===== config.mk =====
export PLATFORM = sky130hd
export DESIGN_NAME = if_fetch
export DESIGN_NICKNAME = d
export VERILOG_FILES = /design/src/rtl/if_fetch.sv
export SDC_FILE = /design/constraint.sdc
export NUM_CORES = 1
export LEC_CHECK = 0
export ABC_CLOCK_PERIOD_IN_PS = 2900
export BUFFER_PORTS_ARGS = -buffer_cell sky130_fd_sc_hd__buf_2
export CELL_PAD_IN_SITES_DETAIL_PLACEMENT = 0
export CELL_PAD_IN_SITES_GLOBAL_PLACEMENT = 2
export CORE_ASPECT_RATIO = 1.25
export CORE_MARGIN = 2
export CORE_UTILIZATION = 31
export CTS_CLUSTER_DIAMETER = 120
export DETAILED_ROUTE_END_ITERATION = 8
export PLACE_DENSITY_LB_ADDON = 0.08
export SLEW_MARGIN = 20
export SYNTH_ARGS = -nofsm -noshare
export SYNTH_HDL_FRONTEND = slang
export SYNTH_SLANG_ARGS = --single-unit

===== constraint.sdc =====
create_clock -name clk -period 2.9 [get_ports clk]
set_clock_uncertainty 0.05 [all_clocks]
set_input_delay 0.145 -clock clk [delete_from_list [all_inputs] [get_ports clk]]
set_output_delay 0.145 -clock clk [all_outputs]
set_load 0.01 [all_outputs]

===== src/rtl/if_fetch.sv =====
// Instruction-fetch stage: owns the PC, runs the imem req/ack handshake, holds one
// fetched instruction for IF/ID and applies MIPS branch redirects with one delay slot.
module if_fetch #(
  parameter int unsigned        ADDR_W   = 32,
  parameter int unsigned        DATA_W   = 32,
  parameter logic [ADDR_W-1:0]  RESET_PC = '0
) (
  input  logic              clk,
  input  logic              rst,
  input  logic [5:0]        stall,
  input  logic              branch_flag_i,
  input  logic [ADDR_W-1:0] branch_target_address_i,
  output logic              imem_req_o,
  output logic [ADDR_W-1:0] imem_addr_o,
  input  logic              imem_ack_i,
  input  logic [DATA_W-1:0] imem_rdata_i,
  output logic [ADDR_W-1:0] if_pc,
  output logic [DATA_W-1:0] if_inst,
  output logic              stallreq_if_o
);

  localparam logic [ADDR_W-1:0] PC_STEP    = ADDR_W'(4);
  localparam logic [ADDR_W-1:0] RESET_ADDR = {RESET_PC[ADDR_W-1:2], 2'b00};

  typedef enum logic {S_IDLE, S_FETCH} state_e;

  state_e            state_q, state_d;
  logic [ADDR_W-1:0] fetch_pc_q, fetch_pc_d;
  logic              pend_q, pend_d;
  logic [ADDR_W-1:0] req_addr_q, req_addr_d;
  logic              buf_valid_q, buf_valid_d;
  logic [ADDR_W-1:0] if_pc_q, if_pc_d;
  logic [DATA_W-1:0] if_inst_q, if_inst_d;
  logic              redirect_valid_q, redirect_valid_d;
  logic [ADDR_W-1:0] redirect_addr_q, redirect_addr_d;
  logic              kill_q, kill_d;

  logic              fetching, consume, launch, req, ack, taken;
  logic              discard, ack_good, case_a;
  logic [ADDR_W-1:0] cur_addr, target;

  logic unused_inputs;
  assign unused_inputs = ^{stall[5:3], stall[0], branch_target_address_i[1:0]};

  // Handshake and branch decode for the current cycle
  always_comb begin
    fetching = (state_q == S_FETCH);
    consume  = buf_valid_q && !stall[1];
    launch   = fetching && !pend_q && (!buf_valid_q || consume);
    req      = pend_q || launch;
    cur_addr = pend_q ? req_addr_q : fetch_pc_q;
    ack      = req && imem_ack_i;
    taken    = fetching && branch_flag_i && !stall[2];
    target   = {branch_target_address_i[ADDR_W-1:2], 2'b00};
    // Delay slot is buffered, so a same-cycle ack belongs to the wrong path
    discard  = taken && buf_valid_q && ack && !kill_q;
    ack_good = ack && !kill_q && !discard;
    case_a   = taken && (buf_valid_q || ack_good);
  end

  // Next-state logic
  always_comb begin
    state_d          = state_q;
    fetch_pc_d       = fetch_pc_q;
    pend_d           = pend_q;
    req_addr_d       = req_addr_q;
    buf_valid_d      = buf_valid_q;
    if_pc_d          = if_pc_q;
    if_inst_d        = if_inst_q;
    redirect_valid_d = redirect_valid_q;
    redirect_addr_d  = redirect_addr_q;
    kill_d           = kill_q;

    case (state_q)
      S_IDLE:  state_d = S_FETCH;
      S_FETCH: state_d = S_FETCH;
      default: state_d = S_IDLE;
    endcase

    if (launch && !ack) begin
      pend_d     = 1'b1;
      req_addr_d = fetch_pc_q;
    end
    if (ack) begin
      pend_d = 1'b0;
    end
    if (consume) begin
      buf_valid_d = 1'b0;
    end
    if (ack && kill_q) begin
      kill_d = 1'b0;
    end

    if (ack_good) begin
      if_inst_d        = imem_rdata_i;
      if_pc_d          = cur_addr;
      buf_valid_d      = 1'b1;
      fetch_pc_d       = redirect_valid_q ? redirect_addr_q : cur_addr + PC_STEP;
      redirect_valid_d = 1'b0;
    end

    if (taken) begin
      if (case_a) begin
        fetch_pc_d = target;
        // Sequential fetch past the delay slot still outstanding: drop its data
        if (buf_valid_q && req && !ack) begin
          kill_d = 1'b1;
        end
      end else begin
        redirect_valid_d = 1'b1;
        redirect_addr_d  = target;
      end
    end
  end

  always_ff @(posedge clk or negedge rst) begin
    if (!rst) begin
      state_q          <= S_IDLE;
      fetch_pc_q       <= RESET_ADDR;
      pend_q           <= 1'b0;
      req_addr_q       <= '0;
      buf_valid_q      <= 1'b0;
      if_pc_q          <= '0;
      if_inst_q        <= '0;
      redirect_valid_q <= 1'b0;
      redirect_addr_q  <= '0;
      kill_q           <= 1'b0;
    end else begin
      state_q          <= state_d;
      fetch_pc_q       <= fetch_pc_d;
      pend_q           <= pend_d;
      req_addr_q       <= req_addr_d;
      buf_valid_q      <= buf_valid_d;
      if_pc_q          <= if_pc_d;
      if_inst_q        <= if_inst_d;
      redirect_valid_q <= redirect_valid_d;
      redirect_addr_q  <= redirect_addr_d;
      kill_q           <= kill_d;
    end
  end

  assign imem_req_o    = req;
  assign imem_addr_o   = req ? cur_addr : '0;
  assign if_pc         = if_pc_q;
  assign if_inst       = if_inst_q;
  assign stallreq_if_o = !buf_valid_q;

endmodule


---- Word level (Yosys, flattened, before mapping) ----
Index checks and enable logic that the tools add are counted.
cells by class
  bitwise logic cells ..................... 1
  add/sub/neg operators ................... 1
  reductions and logical operators ........ 29
  mux-type cells .......................... 17
operators with widths
  cell                   count
  $mux 32                6
  $add 32x3->32 const B  1
  $logic_and 1x1->1      16
  $mux 1                 11
  $logic_not 1->1        7
  $reduce_bool 2->1      2
  $logic_or 1x1->1       3
  $reduce_and 2->1       1
  $not 1->1              1
storage, ports and cells
  output and inout port bits .............. 98
  input bits .............................. 74
  register bits after elaboration ......... 163
  word-level logic and storage cells ...... 58

---- Longest topological paths before layout ----
  depth in word-level cells ............... 14
  mapped depth ............................ 14
  depth with buffers taken out ............ 9

---- Worst setup path before layout ----
No wires, ideal clock.
  path type ............................... reg-to-reg
  start point ............................. register pend_q
  end point ............................... register fetch_pc_q[28]
  path slack .............................. 0.000 ns
  required time ........................... 2.713 ns
  stages on the path, launching flop included .. 15
  period minus slack after synthesis ...... 2.900 ns
  path buffers ............................ 5
  arrival ................................. 2.713 ns
  cell sequence ........................... dfrtp_1 > buf_6 > buf_6 > buf_2 > buf_2 > buf_2 > mux2i_1 > inv_1 > ha_1 > inv_1 > a221oi_4 > nand4_2 > nor4b_2 > xor2_1 > a21oi_1
RTL lines
  what                      RTL line  RTL
  start: declaration        29        logic pend_q, pend_d;
  start signal: assignment  131       pend_q <= pend_d;
  $mux 32 *                 51        cur_addr = pend_q ? req_addr_q : fetch_pc_q;
  net cur_addr[3]           40        logic [ADDR_W-1:0] cur_addr, target;
  $add 32x3->32 *           98        fetch_pc_d = redirect_valid_q ? redirect_addr_q : cur_addr + PC_STEP;
  $mux 32 *                 98
  $mux 32 *                 94        if (ack_good) begin
  $mux 32                   103       if (case_a) begin
  $mux 32 *                 102       if (taken) begin
  net fetch_pc_d[28]        28        logic [ADDR_W-1:0] fetch_pc_q, fetch_pc_d;
  end signal: assignment    130       fetch_pc_q <= fetch_pc_d;
  end: declaration          28
Mark *: on every way through the listed nets, which the timed path passes. The rest lies on a longest branch.
A chain may end at the register's enable or synchronous reset.

---- Final worst setup path ----
  start point ............................. register pend_q
  end point ............................... register fetch_pc_q[31]
on the way
  longest elaborated chain between the ends .. 13
ends and longest elaborated chain
  what                                                                    RTL line
  parallel branches: the longest is 12 deep, another holds $add 32x3->32  -
  $mux 32 *                                                               102
  net fetch_pc_d[31]                                                      28
Mark *: on every way through the listed nets, which the timed path passes.

==> out/qor.txt <==
Setup crit end kind: register
Rows: 64
Worst-Margin Slew: 0.747 ns
Post-Route WL: 22,200 um
PwrDens: 859 nW/um^2
sequential share of the synthesized area: 52.5%
commonest cells after routing, fill and taps aside: buf_2 (164), nand2_1 (162), dfrtp_1 (162)
synthesized area: 7760 um^2
die height: 181 um
initial drt markers: 280
wire per inst: 16.7 um
Reg2Reg Launch Point: pend_q
critical-path cell list: buf_12, nand4b_1, a221oi_2, buf_4, nand4_4, nor4_1, xor2_1, a221oi_1
non-filler cells, final: 1,329
VDD IR max: 383 uV
Async SR Flop Fraction: 100%
final hold violations: 0
Inserted Diodes: 0
CTS clk-pin slew, worst paths: 0.07 ns
post-CTS setup buffers: 0
critical path peak fanout: 36
initial antenna violation count: 0
Sequential Area: 4080 um^2
Static Leak: 4.79 nW
gr usage total: 17.3%
worst skew pair latency: 0.42 ns
core area: 24,600 um^2
clock buffer depth: 2
Req. time, crit path: 3.17 ns
Die ar.: 26,300 um^2
fin nets: 1,062
post-synth top area cell: dfrtp_1
final setup fails: 0
Slowest Stage Delay on Critical Path: 0.44 ns
worst reg2reg endpoint: fetch_pc_q[31]
DR DRC count: 0
Detailed Place HPWL: 14,800 um
first-pass GRT wire length: 36,200 um
upper clock frequency limit: 382 MHz
Placer Congestion: 0.762
vias in the first global route: 6,651
synth unique cells: 52
Post-synth EDFFs: 0
largest net degree at the start of global routing: 74
setup_tns: 0 ns
syn avg cell area: 10.2 um^2
io pins: 172
Cells after DPL: 1,233
Fill cells: 2,449
area grow syn2layout: 33.0%
max-cap viol count: 0
Synth top area share: 52.5%
most common cell after layout, fill and taps aside: buf_2
Critical-path top delay cell: dfrtp_2
CP bufs+invs: 2
Top FF cell, synth: dfrtp_1
drt pass-1 iters: 5
Initial Util: 31.6%
Area contributors post-synth: dfrtp_1 (53%), mux2_2 (8.4%), nand2_1 (7.8%), mux2i_1 (4.0%), o21ai_0 (3.3%)
DR vias/cell: 4.80
multi-input logic area: 3500 um^2
flop and latch count out of synthesis: 163
crit path DAT: 2.89 ns
CTS root buffer: clkbuf_16
H-tree Lvls: 4
via count: 6,377
Relative slew margins: 50.2%
Syn. warnings: 0
gr ovfl total: 0
r2r setup slk: 0.28 ns
chip width: 146 um
R2R cell count: 8
Hold WC Path Type: primary input to async pin
Worst Setup Start Kind: register
total CTS buffers: 17
Antenna Nets Post-Route: 0
RSZ-0062 raised after global routing: no
Port Buf Inserts: 165
status: complete, no violations
Worst path top cell family by delay: simple AND/OR/NAND/NOR gates
share of cells above drive strength 1: 29.4%
CTS tree: built
Final period util: 90.3%
Slew Limit Fails: 0
Mapped Nets: 839
clk sinks: 163
Syn Inst Count: 764
Crit Path Category: register to register
Final min period: 2.62 ns
-- where the power goes --
part | total (mW) | leakage, nW | switching, mW | internal, mW
Combinational | 2.86 | 2.55 | 1.56 | 1.30
Sequential | 3.70 | 1.97 | 0.600 | 3.10
Clock | 2.31 | 0.275 | 0.935 | 1.38
-- worst max-delay path by stage --
stage	start	end	depth (start not counted)
6_report	pend_q	fetch_pc_q[31]	8
4_1_cts	pend_q	fetch_pc_q[31]	8
2_1_floorplan	pend_q	fetch_pc_q[28]	14
3_5_place_dp	pend_q	fetch_pc_q[31]	8
3_3_place_gp	pend_q	fetch_pc_q[31]	8
5_1_grt	pend_q	fetch_pc_q[31]	8
-- state kept, by name, summed over array words and instances (netlist names) --
register and count:
if_pc 32, fetching 1, fetch_pc_q 32, kill_q 1, redirect_valid_q 1, pend_q 1, req_addr_q 32, if_inst 32
redirect_addr_q 30, buf_valid_q 1
-- stage by stage --
| step | power (mW) | hold WS [ns] | area, um^2 | util [%] | setup slack [ns] |
|---|---|---|---|---|---|
| floorplan | 5.41 | -0.201 | 7760 | - | 0.0000735 |
| global placement | 6.50 | 0.181 | 9080 | 36.9 | 0.298 |
| detailed placement | 6.58 | 0.192 | 9080 | 36.9 | 0.258 |
| CTS | 9.01 | 0.260 | 10300 | 42.0 | 0.253 |
| global route | 9.52 | 0.293 | 10300 | 42.0 | 0.0809 |
| finish | 8.87 | 0.278 | 10300 | 42.0 | 0.281 |
-- cells in the mapped netlist (3+ instances only) --
master,number
dfrtp_1,163
nand2_1,162
mux2_2,58
o21ai_0,51
nor2_1,48
clkbuf_1,34
a21oi_1,32
mux2i_1,31
xor2_1,17
nand3_1,16
or3_1,14
o221ai_1,12
xnor2_1,11
buf_1,9
nand3b_1,9
nand4_1,8
inv_1,7
nor3_1,7
a211oi_1,6
o211ai_1,6
a31oi_1,5
buf_2,4
mux2_1,4
nand4b_1,4
nor3b_1,4
a21boi_0,3
buf_6,3
nand2b_1,3
-- logic make-up (layout without fill, tap and decap cells) --
group,Yosys count,in the layout,share of synthesized area [%]
simple gates,290,290,17.3
flops,163,163,52.5
compound gates,131,131,10.7
mux,93,93,13.0
buf+inv,57,292,3.11
xor+xnor,28,28,3.16
fa+ha+maj,1,1,0.161
other cells,1,1,0.0483
-- worst register-to-register path, stage by stage, from the launching register on --
cell and delay [ns]:
dfrtp_2 0.44, buf_12 0.19, nand4b_1 0.29, a221oi_2 0.34
buf_4 0.20, nand4_4 0.24, nor4_1 0.40, xor2_1 0.11
a221oi_1 0.27
-- per-layer routing --
layer	global-route usage, %	vias up	wire length, um
met1	21.5	3140	9740
li1	-	3091	-
met3	2.88	11	784
met2	31.0	135	11500
met4	4.39	0	205
met5	0	-	0
-- timing repair --
action / CTS / global route
gates resized for setup: 0 / 0
hold buffers: 65 / 0
endpoints found under the hold margin: 149 / 0
setup endpoints to repair: 0 / 0
-- cell type report --
cell class,instances,share of cell area (%)
multi-input cells,544,33.9
repair buffers,254,16.6
inverters,7,0.254
clock inverters,11,1.49
well taps,330,4.00
flip-flops and latches,163,39.5
clock buffers,20,4.32
Note: power is estimated with default switching activity, not from simulation.
